`config.mk`:
```
export PLATFORM = sky130hd
export DESIGN_NAME = pcx_rptr_pipe
export DESIGN_NICKNAME = d
export VERILOG_FILES = /design/src/rtl/pcx_rptr_pipe.sv
export SDC_FILE = /design/constraint.sdc
export NUM_CORES = 1
export LEC_CHECK = 0
export CAP_MARGIN = 30
export CORE_UTILIZATION = 45
export CTS_CLUSTER_SIZE = 20
export DETAILED_ROUTE_END_ITERATION = 7
export HOLD_SLACK_MARGIN = 0.02
export PLACE_DENSITY = 0.84
export SETUP_SLACK_MARGIN = 0.2
export SLEW_MARGIN = 20
export SYNTH_ARGS = -nofsm -noshare
export SYNTH_HDL_FRONTEND = slang
export SYNTH_SLANG_ARGS = --single-unit
```
`constraint.sdc`:
```
create_clock -name rclk -period 1.4 [get_ports rclk]
set_input_delay 0.21 -clock rclk [delete_from_list [all_inputs] [get_ports rclk]]
set_output_delay 0.21 -clock rclk [all_outputs]
set_load 0.03 [all_outputs]
```
`src/rtl/pcx_rptr_pipe.sv`:
```
// pcx_rptr_pipe -- PCX repeater stage.
// Carries the SPC->PCX request/atom vectors, PCX->SPC grants and scache->PCX
// stalls across the die through DEPTH retiming flops. Each path has its own
// configurable output polarity. A per-channel monitor tracks outstanding
// requests per destination and raises sticky protocol-error flags.
// Ports:
//   rclk, rst_l      clock, synchronous active-low reset
//   req_in/atom_in   SPC request (bit c*NDST+d) and per-channel atomic marker
//   grant_in         arbiter grant, same layout as req_in
//   stall_in         per-destination stall
//   req_out, atom_out, grant_out, stall_out   retimed copies, polarity per *_INV
//   ovf_err/unf_err/atom_err   sticky per-channel error flags

// Per-channel outstanding-request monitor: one 2-bit counter per destination.
module pcx_rptr_mon #(
  parameter int NDST      = 5,
  parameter int MAX_OUTST = 2
) (
  input  logic                 clk,
  input  logic                 rst_l,
  input  logic [NDST-1:0]      req,
  input  logic [NDST-1:0]      grant,
  input  logic                 atom,
  output logic [NDST-1:0][1:0] cnt,
  output logic                 ovf_err,
  output logic                 unf_err,
  output logic                 atom_err
);
  localparam logic [1:0] MAX = 2'(MAX_OUTST);

  logic [NDST-1:0]      ovf_hit, unf_hit;
  logic [NDST-1:0][1:0] cnt_nxt;

  // req+grant together cancel, so neither error can fire in that case.
  always_comb begin
    ovf_hit = '0;
    unf_hit = '0;
    cnt_nxt = cnt;
    for (int d = 0; d < NDST; d++) begin
      if (req[d] && !grant[d]) begin
        if (cnt[d] == MAX) ovf_hit[d] = 1'b1;
        else               cnt_nxt[d] = cnt[d] + 2'd1;
      end else if (grant[d] && !req[d]) begin
        if (cnt[d] == 2'd0) unf_hit[d] = 1'b1;
        else                cnt_nxt[d] = cnt[d] - 2'd1;
      end
    end
  end

  always_ff @(posedge clk) begin
    if (!rst_l) begin
      cnt      <= '0;
      ovf_err  <= 1'b0;
      unf_err  <= 1'b0;
      atom_err <= 1'b0;
    end else begin
      cnt      <= cnt_nxt;
      ovf_err  <= ovf_err  | (|ovf_hit);
      unf_err  <= unf_err  | (|unf_hit);
      atom_err <= atom_err | (atom & ~(|req));
    end
  end
endmodule

module pcx_rptr_pipe #(
  parameter int NCH         = 5,
  parameter int NDST        = 5,
  parameter int DEPTH       = 1,
  parameter bit REQ_OUT_INV = 1'b0,
  parameter bit GNT_OUT_INV = 1'b1,
  parameter bit STL_OUT_INV = 1'b0,
  parameter int MAX_OUTST   = 2
) (
  input  logic                rclk,
  input  logic                rst_l,
  input  logic [NCH*NDST-1:0] req_in,
  input  logic [NCH-1:0]      atom_in,
  input  logic [NCH*NDST-1:0] grant_in,
  input  logic [NDST-1:0]     stall_in,
  output logic [NCH*NDST-1:0] req_out,
  output logic [NCH-1:0]      atom_out,
  output logic [NCH*NDST-1:0] grant_out,
  output logic [NDST-1:0]     stall_out,
  output logic [NCH-1:0]      ovf_err,
  output logic [NCH-1:0]      unf_err,
  output logic [NCH-1:0]      atom_err
);
  generate
    if (DEPTH < 0 || DEPTH > 3) begin : g_bad_depth
      $error("pcx_rptr_pipe: DEPTH must be 0..3");
    end
    if (MAX_OUTST < 1 || MAX_OUTST > 3) begin : g_bad_max
      $error("pcx_rptr_pipe: MAX_OUTST must be 1..3");
    end
  endgenerate

  // All paths share one shift register; req and atom sit in the same word,
  // so they can never drift apart. Flops hold logical (active-high) values,
  // inversion is applied only at the output.
  localparam int W = 2*NCH*NDST + NCH + NDST;
  localparam logic [W-1:0] INV_MASK = {{(NCH*NDST){REQ_OUT_INV}}, {NCH{REQ_OUT_INV}},
                                       {(NCH*NDST){GNT_OUT_INV}}, {NDST{STL_OUT_INV}}};

  logic [W-1:0] bus_in, bus_out;
  assign bus_in = {req_in, atom_in, grant_in, stall_in};

  generate
    if (DEPTH == 0) begin : g_comb
      assign bus_out = bus_in;
    end else begin : g_pipe
      logic [DEPTH-1:0][W-1:0] stg;
      always_ff @(posedge rclk) begin
        if (!rst_l) stg <= '0;
        else begin
          stg[0] <= bus_in;
          for (int i = 1; i < DEPTH; i++) stg[i] <= stg[i-1];
        end
      end
      assign bus_out = stg[DEPTH-1];
    end
  endgenerate

  assign {req_out, atom_out, grant_out, stall_out} = bus_out ^ INV_MASK;

  // Counters run off the un-retimed inputs.
  logic [NCH-1:0][NDST-1:0][1:0] cnt;

  for (genvar c = 0; c < NCH; c++) begin : g_ch
    pcx_rptr_mon #(.NDST(NDST), .MAX_OUTST(MAX_OUTST)) u_mon (
      .clk      (rclk),
      .rst_l    (rst_l),
      .req      (req_in[c*NDST +: NDST]),
      .grant    (grant_in[c*NDST +: NDST]),
      .atom     (atom_in[c]),
      .cnt      (cnt[c]),
      .ovf_err  (ovf_err[c]),
      .unf_err  (unf_err[c]),
      .atom_err (atom_err[c])
    );
  end
endmodule

```
==> flow_summary.ini <==
[status]
status = completed

[final_layout]
drive_above_1_share_pct = 29.2
final_common_cell = buf_4
antenna_cells = 0
syn_to_final_growth_pct = 37.1
finalInstanceArea_um2 = 8070
mostFrequentLayoutCells = buf_4 (94), dfxtp_1 (84), and2_1 (80)
final_nets = 872

[worst_setup_path]
cp_max_fo = 4
crit_path_start = g_ch[1].u_mon.cnt[9]
cp-end-kind = register
worstPathRequired_ns = 1.70
critPathLaunchType = register
rrSetupSlack_ns = 0.05
cp.arrival_ns = 1.65
worstSetupPathType = reg2reg
rr_startpoint = g_ch[1].u_mon.cnt[9]

[timing]
skew_ns = 0.00441
max_freq_ghz = 0.743
finalSetupViolCount = 0
rsz0062_at_grt = yes
finalCriticalPeriod_ns = 1.35
report.final.slew_viol_count = 0
hold_viol = 0
period_share_pct = 96.2
timing.final.ws_setup_ns = 0.0538
relSlewSlack_pct = 72.7
tightest_slew_ns = 0.409

[clocking]
cts_tree = yes
clock_latency_ns = 0.41
root_buffer = clkbuf_16
clockBufferDepth = 2
cts_buffers = 17
htree_levels = 4
cts_sinks = 125
clkTransAtPathRegs_ns = 0.06

[grt]
antenna_found_initial = 0
grt_use_total_pct = 22.2
grt_max_degree = 38
grt_pass1_wl_um = 23700
grt-ovfl-total = 0
grt_pass1_vias = 5164

[synth]
synth_cell_types = 30
ys_async_sr_fraction_pct = 0
synth_fa_ha_area_share_pct = 0
postSynthAreaPerCell_um2 = 9.39
netlist_area_um2 = 5890
synth-xor-area-share_pct = 0
synth_top_family_by_area = simple AND/OR/NAND/NOR gates
syn-num-nets = 689
ys_seq_area_share_pct = 42.5
yosysWarnings = 0
synth-seq-cells = 125
yosys.area.top_type = dfxtp_1
synthCells = 627
synth_mux_area_share_pct = 0.680
synth-compound-area-share_pct = 14.6
netlist.area_leader.share_pct = 42.5
yosys.area_share.simple_pct = 33.3
synth_edf_count = 0
synthFlopType = dfxtp_1
synth.area.top_cells = dfxtp_1 (43%), and2_1 (8.5%), nor2b_1 (6.7%)

[placed_design]
dpl_worst_slack_ns = -0.431
place.gp.congestion = 0.836
placed_area_um2 = 7540
port_buffers = 136
hpwl_um = 10100

[detailed_routing]
wirelength_um = 14600
vias = 5257
ant_nets = 0
drt-initial-drc-count = 216
viasPerCell = 5.29
route.detailed.drc = 0
firstDrtPassIters = 6
detail_route.wl_per_cell_um = 14.7

[min_path]
worstHoldStart = grant_in[5]
min_path_type = in2reg

[die]
dieArea_um2 = 13500
initial_core_util_pct = 46.5
core_um2 = 12700
rows = 41
die_w_um = 116
num_io_pins = 137
die_h_um = 116

[pwr]
peakVddDrop_v = 0.000738
leakage_nw = 3.51
finalPower_w = 0.00938
p_per_area_nw_per_um2 = 1160

[flow_run]
drv_cap = 0
per-stage QoR:
| stage | hold slack, ns | util (%) | cells | setup TNS, ns |
|---|---|---|---|---|
| floorplan | 0.332 | - | 627 | 0 |
| global placement | 0.426 | 59.5 | 932 | -5.18 |
| detailed placement | 0.437 | 59.5 | 932 | -6.71 |
| CTS | 0.217 | 63.3 | 991 | 0 |
| global route | 0.154 | 63.7 | 993 | 0 |
| finish | 0.147 | 63.7 | 993 | 0 |
cell type report:
type                       instances  area (um^2)
clock buffer                      24          502
fill                            1038         4600
sequential                       125         2620
tap                              172          215
inverter                          25         93.8
clock inverter                     6         60.1
multi-input combinational        414         2870
timing repair buffer             227         1710
power by group:
part	switching, W	total [W]	internal (W)
Clock	0.00153	0.00417	0.00265
Combinational	0.000704	0.00136	0.000660
Sequential	0.000116	0.00384	0.00373
critical path, stage by stage (launching register included):
cell	delay, ns
dfxtp_4	0.35
nor4bb_1	0.12
or4_1	0.52
o31a_1	0.24
cells in the mapped netlist, drive strengths merged (5+ instances only):
| cell | instances |
|---|---|
| nor4b | 20 |
| o311a | 21 |
| clkbuf | 10 |
| nand4b | 21 |
| and3b | 5 |
| nor2 | 26 |
| or4 | 10 |
| inv | 25 |
| nor3 | 10 |
| nand2 | 6 |
| nor4bb | 20 |
| a21oi | 21 |
| dfxtp | 125 |
| o211ai | 21 |
| buf | 53 |
| and2 | 81 |
| nor2b | 63 |
| nand2b | 33 |
| o21ai | 21 |
| o31a | 10 |
what timing repair did:
item | 4_1_cts | 5_1_grt
resized for setup | 421 | 23
endpoints found under the setup margin | 85 | 17
hold buffers | 0 | 0
buffers inserted | 29 | 2
cloned | 0 | 0
pin swaps | 5 | 2
cell families after synthesis:
family	after synthesis
AND/OR/NAND/NOR	296
flip-flops	125
AO/OA/AOI/OAI	114
buffers and inverters	88
multiplexers	4
path summary, 6_finish.rpt:
| kind | endpoint | cells after the start |
|---|---|---|
| max | g_ch[1].u_mon.ovf_err | 3 |
| min | bus_out[10] | 2 |
| max reg2reg | g_ch[1].u_mon.ovf_err | 3 |
| min reg2reg | g_ch[4].u_mon.atom_err | 2 |
registers in the layout, summed over array words and instances (netlist names):
signal / count
bus_out: 60
g_ch.u_mon.cnt: 50
g_ch.u_mon.atom_err: 5
g_ch.u_mon.ovf_err: 5
g_ch.u_mon.unf_err: 5
per-layer routing:
layer	track usage (%)	share of wire [%]	up-vias
met5	0	0	-
met4	9.15	1.9	0
li1	-	-	2554
met1	24.0	41	2525
met2	40.9	52	154
met3	5.76	5.7	24
(Power assumes the default switching activity.)
